**src/rtl/ebi_mailbox_pkg.sv**
```systemverilog
// Shared constants for the EBI mailbox: register offsets, bit positions, bus widths.
package ebi_mailbox_pkg;

  localparam int DATA_W = 32;
  localparam int ADDR_W = 22;
  localparam int IRQ_W  = 4;

  typedef enum logic [1:0] {
    REG_DATA   = 2'd0,
    REG_STATUS = 2'd1,
    REG_IRQ_EN = 2'd2,
    REG_IRQ_ST = 2'd3
  } reg_off_e;

  localparam int ST_RX_EMPTY = 16;
  localparam int ST_TX_FULL  = 17;

  localparam int IRQ_RX_NONEMPTY = 0;
  localparam int IRQ_TX_EMPTY    = 1;
  localparam int IRQ_TX_OVF      = 2;
  localparam int IRQ_RX_UNF      = 3;

endpackage

```
**src/rtl/mb_sync_fifo.sv**
```systemverilog
// Single-clock FIFO with occupancy count; pushes when full and pops when empty are ignored.
module mb_sync_fifo #(
  parameter int DEPTH = 16,
  parameter int WIDTH = 32
) (
  input  logic                     clk,
  input  logic                     rst,
  input  logic                     push_i,
  input  logic [WIDTH-1:0]         data_i,
  input  logic                     pop_i,
  output logic [WIDTH-1:0]         head_o,
  output logic                     full_o,
  output logic                     empty_o,
  output logic [$clog2(DEPTH):0]   count_o
);

  localparam int AW = $clog2(DEPTH);
  localparam int CW = AW + 1;

  logic [WIDTH-1:0] mem_q [DEPTH];
  logic [AW-1:0]    wr_ptr_q, wr_ptr_d, rd_ptr_q, rd_ptr_d;
  logic [CW-1:0]    count_q, count_d;
  logic             do_push, do_pop;

  assign full_o  = (count_q == CW'(DEPTH));
  assign empty_o = (count_q == '0);
  assign count_o = count_q;
  assign head_o  = mem_q[rd_ptr_q];

  // NOTE: every always_comb output gets a default before any branch, so no latch can be inferred.
  always_comb begin
    do_push  = push_i & ~full_o;
    do_pop   = pop_i & ~empty_o;
    // DEPTH is a power of two, so the pointers wrap on their own.
    wr_ptr_d = wr_ptr_q + AW'(do_push);
    rd_ptr_d = rd_ptr_q + AW'(do_pop);
    count_d  = count_q + CW'(do_push) - CW'(do_pop);
  end

  // NOTE: sequential state uses non-blocking assignments only, so every flop samples pre-edge values.
  always_ff @(posedge clk or posedge rst) begin
    if (rst) begin
      wr_ptr_q <= '0;
      rd_ptr_q <= '0;
      count_q  <= '0;
    end else begin
      wr_ptr_q <= wr_ptr_d;
      rd_ptr_q <= rd_ptr_d;
      count_q  <= count_d;
    end
  end

  // NOTE: storage is deliberately not reset; contents are only visible through count/pointers.
  always_ff @(posedge clk) begin
    if (do_push) mem_q[wr_ptr_q] <= data_i;
  end

endmodule

```
**src/rtl/ebi_mailbox.sv**
```systemverilog
// EBI register-mapped mailbox: DATA/STATUS/IRQ_EN/IRQ_ST decode, TX and RX FIFOs,
// delayed RX pop so the read word stays on the bus for the whole EBI cycle.
module ebi_mailbox
  import ebi_mailbox_pkg::*;
#(
  parameter logic [ADDR_W-1:0] BASE_WADDR = '0,
  parameter int                DEPTH      = 16,
  parameter int                POP_DELAY  = 4
) (
  input  logic              clk,
  input  logic              rst,
  input  logic              re_i,
  input  logic              we_i,
  input  logic [ADDR_W-1:0] addr_i,
  input  logic [DATA_W-1:0] wdata_i,
  output logic [DATA_W-1:0] rdata_o,
  output logic              irq_o,
  output logic [DATA_W-1:0] tx_data_o,
  output logic              tx_valid_o,
  input  logic              tx_ready_i,
  input  logic [DATA_W-1:0] rx_data_i,
  input  logic              rx_valid_i,
  output logic              rx_ready_o
);

  localparam int              CW         = $clog2(DEPTH) + 1;
  localparam int              TW         = $clog2(POP_DELAY + 1);
  localparam logic [TW-1:0]   TIMER_LOAD = TW'(POP_DELAY);

  logic [ADDR_W-1:0] offset;
  logic              hit;
  reg_off_e          reg_sel;
  logic              wr_en, rd_en, data_wr, data_rd, irq_en_wr, irq_st_wr;

  logic              tx_full, tx_empty, tx_pop;
  logic [CW-1:0]     tx_count;
  logic              rx_full, rx_empty, rx_push, rx_pop;
  logic [CW-1:0]     rx_count;
  logic [DATA_W-1:0] rx_head;

  logic [TW-1:0]     timer_q, timer_d;
  logic [IRQ_W-1:0]  irq_en_q, irq_en_d;
  logic              ovf_q, ovf_d, unf_q, unf_d, irq_q, irq_d;
  logic              ovf_set, unf_set;
  logic [IRQ_W-1:0]  irq_st;

  assign offset    = addr_i - BASE_WADDR;
  assign hit       = (offset[ADDR_W-1:2] == '0);
  assign reg_sel   = reg_off_e'(offset[1:0]);
  // A write strobe wins if the front end ever raises both.
  assign wr_en     = we_i & hit;
  assign rd_en     = re_i & ~we_i & hit;
  assign data_wr   = wr_en & (reg_sel == REG_DATA);
  assign data_rd   = rd_en & (reg_sel == REG_DATA);
  assign irq_en_wr = wr_en & (reg_sel == REG_IRQ_EN);
  assign irq_st_wr = wr_en & (reg_sel == REG_IRQ_ST);

  assign tx_valid_o = ~tx_empty;
  assign tx_pop     = tx_valid_o & tx_ready_i;
  assign rx_ready_o = ~rx_full;
  assign rx_push    = rx_valid_i & rx_ready_o;
  assign irq_o      = irq_q;

  mb_sync_fifo #(.DEPTH(DEPTH), .WIDTH(DATA_W)) u_tx_fifo (
    .clk(clk), .rst(rst), .push_i(data_wr), .data_i(wdata_i), .pop_i(tx_pop),
    .head_o(tx_data_o), .full_o(tx_full), .empty_o(tx_empty), .count_o(tx_count)
  );

  mb_sync_fifo #(.DEPTH(DEPTH), .WIDTH(DATA_W)) u_rx_fifo (
    .clk(clk), .rst(rst), .push_i(rx_push), .data_i(rx_data_i), .pop_i(rx_pop),
    .head_o(rx_head), .full_o(rx_full), .empty_o(rx_empty), .count_o(rx_count)
  );

  always_comb begin
    timer_d = timer_q;
    rx_pop  = 1'b0;
    unf_set = 1'b0;
    if (timer_q != '0) begin
      timer_d = timer_q - TW'(1);
      rx_pop  = (timer_q == TW'(1));
    end
    // A DATA read while a pop is pending forces that pop now and rearms for the next word.
    if (data_rd) begin
      if (timer_q != '0) begin
        rx_pop  = 1'b1;
        timer_d = ((rx_count > CW'(1)) || rx_push) ? TIMER_LOAD : '0;
      end else if (!rx_empty) begin
        timer_d = TIMER_LOAD;
      end else begin
        unf_set = 1'b1;
      end
    end
  end

  always_comb begin
    ovf_set  = data_wr & tx_full;
    // Set terms are ORed last so a new event beats a simultaneous W1C.
    ovf_d    = (ovf_q & ~(irq_st_wr & wdata_i[IRQ_TX_OVF])) | ovf_set;
    unf_d    = (unf_q & ~(irq_st_wr & wdata_i[IRQ_RX_UNF])) | unf_set;
    irq_en_d = irq_en_wr ? wdata_i[IRQ_W-1:0] : irq_en_q;
    irq_st   = '0;
    irq_st[IRQ_RX_NONEMPTY] = ~rx_empty;
    irq_st[IRQ_TX_EMPTY]    = tx_empty;
    irq_st[IRQ_TX_OVF]      = ovf_q;
    irq_st[IRQ_RX_UNF]      = unf_q;
    irq_d    = |(irq_st & irq_en_q);
  end

  always_comb begin
    rdata_o = '0;
    if (hit) begin
      case (reg_sel)
        REG_DATA:   rdata_o = rx_empty ? '0 : rx_head;
        REG_STATUS: begin
          rdata_o[7:0]        = 8'(rx_count);
          rdata_o[15:8]       = 8'(tx_count);
          rdata_o[ST_RX_EMPTY] = rx_empty;
          rdata_o[ST_TX_FULL]  = tx_full;
        end
        REG_IRQ_EN: rdata_o[IRQ_W-1:0] = irq_en_q;
        REG_IRQ_ST: rdata_o[IRQ_W-1:0] = irq_st;
        default:    rdata_o = '0;
      endcase
    end
  end

  always_ff @(posedge clk or posedge rst) begin
    if (rst) begin
      timer_q  <= '0;
      irq_en_q <= '0;
      ovf_q    <= 1'b0;
      unf_q    <= 1'b0;
      irq_q    <= 1'b0;
    end else begin
      timer_q  <= timer_d;
      irq_en_q <= irq_en_d;
      ovf_q    <= ovf_d;
      unf_q    <= unf_d;
      irq_q    <= irq_d;
    end
  end

endmodule

```
**config.mk**
```make
export PLATFORM = sky130hd
export DESIGN_NAME = ebi_mailbox
export DESIGN_NICKNAME = d
export VERILOG_FILES = /design/src/rtl/ebi_mailbox_pkg.sv /design/src/rtl/mb_sync_fifo.sv /design/src/rtl/ebi_mailbox.sv
export SDC_FILE = /design/constraint.sdc
export NUM_CORES = 1
export LEC_CHECK = 0
export CAP_MARGIN = 10
export CORE_ASPECT_RATIO = 1.75
export CORE_MARGIN = 2
export CORE_UTILIZATION = 40
export DETAILED_ROUTE_END_ITERATION = 8
export PLACE_DENSITY = 0.58
export SETUP_SLACK_MARGIN = 0.05
export SYNTH_ARGS = -nofsm -noshare
export SYNTH_HDL_FRONTEND = slang
export SYNTH_HIERARCHICAL = 1
export SYNTH_SLANG_ARGS = --single-unit
```
**constraint.sdc**
```tcl
create_clock -name clk -period 6.3 [get_ports clk]
set_clock_uncertainty 0.1 [all_clocks]
set_input_delay 1.89 -clock clk [delete_from_list [all_inputs] [get_ports clk]]
set_output_delay 1.89 -clock clk [all_outputs]
set_load 0.005 [all_outputs]
```
Word level (Yosys, flattened, before mapping). Memories as Yosys holds them, arrays and structs flattened. Cells that the tools add are included.

$add $sub $neg: 9. Multipliers: 0. Divide/modulo/power cells: 0. Order comparisons: 1. Equality and inequality tests: 6. Shift operators: 0. Muxes and demuxes: 20. Bitwise gates (word level): 28. Reductions and logical operators: 7.

Operators by type and width (number): 32-bit two-way mux (2); 14-bit case mux with 2 select lines (1); 20-bit zero test (1); 1-bit bitwise AND (18); 4-bit by 1-bit adder with 4-bit output (4); 4-bit case mux with 4 select lines (1); 3-bit two-way mux (5); 14-bit two-way mux (1); 5-bit by 1-bit adder with 5-bit output (2); 5-bit == test, second input constant (2); 5-bit zero test (2); 1-bit two-way mux (10); 5-bit by 1-bit subtractor with 5-bit output (2); 1-bit NOT (7); 5-bit by 1-bit greater-than comparator with 1-bit output, second input constant (1); 4-bit bitwise AND (1); 2-bit == test, second input constant (2); 4-bit OR reduction (1); 3-bit by 1-bit == test with 1-bit output, second input constant (1); 3-bit nonzero test (1); 3-bit by 1-bit subtractor with 3-bit output, second input constant (1); 2-bit by 1-bit == test with 1-bit output, second input constant (1); 2-bit zero test (1); 1-bit bitwise OR (2); 1-bit logical OR (1).

Register bits: 36. Latch bits: 0. RAM bits: 1024. ROM bits: 0. Input port bits: 92. Output and inout bits: 67. Word-level logic and storage cells: 84. Memories kept: 2.

Memory list: u_rx_fifo.mem_q (depth 16, width 32, read ports 1, clocked after memory_dff 0, wr ports 1, line mb_sync_fifo.sv:20) `logic [WIDTH-1:0] mem_q [DEPTH];`; u_tx_fifo.mem_q (depth 16, width 32, read ports 1, clocked after memory_dff 0, wr ports 1, line mb_sync_fifo.sv:20).

Logic depth before layout (Yosys ltp).
Word-level depth: 7. Gate-level depth with buffers: 16. Mapped depth without buffers: 14.

Cells and area by module. Netlist, hierarchy kept.

Modules (own cells, without submodules): mb_sync_fifo (u_tx_fifo) (times used 1, cells each 997, area an instance 20299.5 µm², sequential area each 15700.1 µm²); mb_sync_fifo (u_rx_fifo) (times used 1, cells each 860, area an instance 19846.5 µm², sequential area each 15700.1 µm²); ebi_mailbox (times used 1, cells each 125, area an instance 1033.5 µm², sequential area each 250.2 µm²).

Worst setup path before layout. No wires, ideal clock.

Path type: input to register. Start point: input port addr_i[3]. End point: memory u_tx_fifo.mem_q[0][0], enable pin. Library setup time: 461 ps. Arrival: 5674 ps. Required time: 5739 ps. Path slack: 65 ps. Stages on the path: 9. Buffers on the path: 2. Cell sequence: nor4_1 nand3_2 or2_1 buf_2 buf_6 nor2_1 nand2b_1 or3_1 nor3_1.

Cells in the longest elaborated chain, start to end: 6.

RTL lines: start, declared (line ebi_mailbox.sv:14) `input logic [ADDR_W-1:0] addr_i,`; 20-bit zero test (line ebi_mailbox.sv:48) `assign hit = (offset[ADDR_W-1:2] == '0);`; 1-bit bitwise AND (line ebi_mailbox.sv:51) `assign wr_en = we_i & hit;`; 1-bit bitwise AND (line ebi_mailbox.sv:53) `assign data_wr = wr_en & (reg_sel == REG_DATA);`; named net data_wr (line ebi_mailbox.sv:33) `logic wr_en, rd_en, data_wr, data_rd, irq_en_wr, irq_st_wr;`; 1-bit bitwise AND (line mb_sync_fifo.sv:32) `do_push = push_i & ~full_o;`; 1-bit two-way mux (line mb_sync_fifo.sv:55) `if (do_push) mem_q[wr_ptr_q] <= data_i;`; 1-bit two-way mux (not written as such) (line mb_sync_fifo.sv:55); end, declared (line mb_sync_fifo.sv:20).

The timed path passes the listed nets, and every way through them passes these cells.

Final worst setup path.
Start point: input port addr_i[3]. End point: output port rdata_o[1].

Cells in the longest elaborated chain, start to end: 2.

RTL lines: 20-bit zero test (line ebi_mailbox.sv:48); 32-bit two-way mux (line ebi_mailbox.sv:111) `if (hit) begin`; end, declared (line ebi_mailbox.sv:16) `output logic [DATA_W-1:0] rdata_o,`.

Every way passes these cells.

==> run summary <==
The flow ran to the end, and the final reports show no timing, DRC or antenna violations. The total iterations of the first detailed-routing run came out at 4. The average via count per standard cell is 5.55. The post-detailed-route count of antenna-violating nets is 0.

The row count is around 160. The net count of the finished layout is ~2300. The count of buffers added by post-CTS timing repair for setup is 0. Yosys instantiated no cell more often than edfxtp_1. The net count after synthesis came out at around 2100. At the pin with the least slew margin, the transition time is between 0.9 and 1 ns. The post-synthesis async set-or-reset flop share came out at 3.40%. The number of synthesis warnings came out at 6. The number of hold buffers added after CTS is 0. For this run, the slowest stage of the critical path takes 0.54 ns. The cell area after technology mapping is between 40000 and 50000 um2.

The total power is a little over 20 mW. The maximum vdd drop came out at 289 uV. Setup repair after global routing left no endpoint under its margin. The relative slew slack came out at 39.6%.

The starting density of the core is 40.4%. The area share of the largest cell type after synthesis came out at approximately three quarters. The first-pass GRT wire length came out at 142000 um.

The number of buffers added by the clock tree synthesis step is 96. The initial antenna violation count was 7. In this run the clock root is driven by a clkbuf_16.

The total negative slack for setup checks is 0 ns. The number of maximum-capacitance constraint violations came out at 0. TritonCTS built the clock tree. The TritonCTS sink count is 1060. The number of hold-slack violations in the final timing report was 0.

Summed over all cells, the static leakage comes to 15.6 nW. The congestion estimate from routability-driven global placement came to 0.801. The power density of the placed cells is 421 nW/um2. The I/O pin total came out at 159. The final critical path time including I/O delays and setup came out at 6.05 ns. The required time of the critical path came out at 4.31 ns. Counting tap cells, the placed design contains a total of about 3400 instances.

The CTS clock-pin slew for the worst setup and hold paths came out at 0.06 ns. The clock insertion delay at the later pin of the skew report is ~0.70 ns. The synthesized area divided by synthesized cell count came out at 20.8 um2.

The worst slack at placement came out at 0.248 ns. The number of buffers inserted by port buffering came out at 158. The count of pins over their slew limit came out at 0. The number of non-filler instances in the completed layout is 3613.

Synthesis inferred 1060 register bits. The worst endpoint data arrival time came out at 4.06 ns. The critical path goes through clkdlybuf4s50_1 -> nor4_1 -> nand3_2 -> or2_1 -> a211oi_1 -> clkdlybuf4s50_1.

The floorplan die area came out at 106000 um2. The number of distinct standard cells referenced by the synthesized netlist is between 50 and 60. In the synthesized netlist, the cells that appear most often are edfxtp_1 (1024), mux4_2 (192), mux2i_1 (133). The routed layout has 20047 vias. The peak clock frequency supported by timing came out at 0.165 GHz. The residual overflow from global routing came out at 0. The via count of the first global-routing pass came to between 20000 and 25000. STA classifies the critical path startpoint as an input port. The horizontal die dimension came out at 247 um. The filler cells instantiated in the layout total about 8400.

For this design, the slowest cell found on the critical path is clkdlybuf4s50_1. The post-route cell area is between 40000 and 50000 um2. The number of resized instances in the post-cts repair step is 0. The post-detailed-routing wire length came out at 97600 um. The area growth from synthesis to layout is 17.0%. The number of buffers between clock root and the deepest sink came out at 3. Final hold analysis gives a worst-case slack of 0.450 ns. Among all flip-flop cells after synthesis, the most frequent one is edfxtp_1.

In the finished design, the share of the clock period the worst path needs comes to 96.0%. The class of the most critical hold timing path is flip-flop to flip-flop. Synthesis handed over a netlist of 1982 instances.

The worst setup path category is input port to output pin. The maximum fanout along the worst path is 14. The detailed router finished its first iteration with 1441 violations. The H-tree was split into 3 levels. The HPWL after detailed placement came out at 57300 um. The maximum number of pins on one net before global-route repair is 61. The number of enable flip-flop cells after synthesis is 1024.

Setup violations remaining at the end of the flow were counted as 0. The post-synthesis sequential area ratio came out at 76.9%. The placed cell area came out at 45000 um2. The ratio of cells with drive above 1 in the final layout came out at 19.7%. The all-layer global routing usage came out at 18.6%. The detailed-route DRC error count came out at 0. The utilization after layout is approximately 47%. The post-detailed-route wirelength per cell came out at 27.0 um.

The standard cell core area came out at roughly 100000 um2. The die extent in y is between 400 and 500 um. By area the synthesized netlist is led by edfxtp_1 (75%), mux4_2 (11%), mux2i_1 (3.2%), dfrtp_1 (2.2%), a22oi_1 (1.9%).

The worst setup path is captured at an output pin. Summed over all instances, the cell type with the most area after synthesis is edfxtp_1. Among the stages of the critical path, the cell type that occurs most often is clkdlybuf4s50_1. The final setup slack of the worst path came out at between 0.2 and 0.3 ns.
-- metal layers --
layer | track usage (%) | wire length [um] | part of all wire [%]
met2 | 34.0 | 53000 | 54
met1 | 21.5 | 36500 | 37
met5 | 0 | 72 | 0.074
met3 | 3.63 | 5200 | 5.3
met4 | 6.89 | 2820 | 2.9
-- cells in the final DEF (no fill, tap or decap), types with 14 or more instances in the layout --
cell             synthesis  layout
nand2_1                 74      74
a22oi_1                103     103
inv_1                   28      28
nor2_4                   0      25
edfxtp_1              1024    1024
clkbuf_16                0      96
and2_1                  22      20
mux2i_1                133     133
clkinv_1                 0      14
ha_1                    23      23
a221oi_1                68      68
buf_4                   15      39
o21ai_0                 33      33
buf_12                   0      32
clkdlybuf4s50_1          0     158
clkbuf_1                42      28
dfrtp_1                 36      32
mux4_2                 192     192
-- final timing paths --
path	from	endpoint	slack [ns]	depth (start not counted)
min in group asynchronous	rst	irq_o	1.54	2
setup reg to reg	u_rx_fifo/count_o[2]	u_rx_fifo/mem_q[3][26]	2.69	9
hold / removal	irq_en_q[1]	irq_en_q[1]	0.45	1
setup / recovery	addr_i[3]	rdata_o[1]	0.25	6
max in group asynchronous	rst	u_rx_fifo/rd_ptr_q[0]	3.95	2
hold reg to reg	irq_en_q[1]	irq_en_q[1]	0.45	1
-- sequential cells by signal, indices dropped and copies added, names as in the netlist --
name,count
irq_o,1
u_tx_fifo/wr_ptr_q,4
u_tx_fifo/count_o,5
u_tx_fifo/rd_ptr_q,4
u_rx_fifo/rd_ptr_q,4
unf_q,1
u_tx_fifo/mem_q,512
irq_en_q,4
u_rx_fifo/wr_ptr_q,4
u_rx_fifo/count_o,5
u_rx_fifo/mem_q,512
timer_q,3
ovf_q,1
-- report_power, final --
part           switching [mW]  leakage [nW]  internal, mW
Clock                    2.54          1.52          3.31
Sequential              0.409          9.67          8.18
Combinational            3.18          4.37          2.65
-- kinds of logic (layout without fill, tap and decap cells) --
kind of cell	Yosys count	count (layout)	synth area share, %
buf+inv	136	431	1.73
other cells	0	2	0
xor+xnor	16	16	0.340
flops	1060	1060	76.9
compound gates	228	228	4.17
simple gates	188	188	2.27
fa+ha+maj	25	25	0.796
mux	329	329	13.8
-- layout make-up --
class	count	area, um2	area share, %
Multi-Input combinational cell	786	9070	18.8
Antenna cell	2	5.00	0.0104
Timing Repair Buffer	229	2510	5.22
Clock buffer	126	2530	5.26
Sequential cell	1060	31700	65.7
Clock inverter	48	621	1.29
Tap cell	1334	1670	3.46
Inverter	28	105	0.218
-- worst max-delay path, delay by kind of cell --
kind	cells	cell delay, ns
AO/OA/AOI/OAI	1	0.26
buffers and inverters	2	0.94
AND/OR/NAND/NOR	3	0.96
Power figures use the tool's default switching activity.
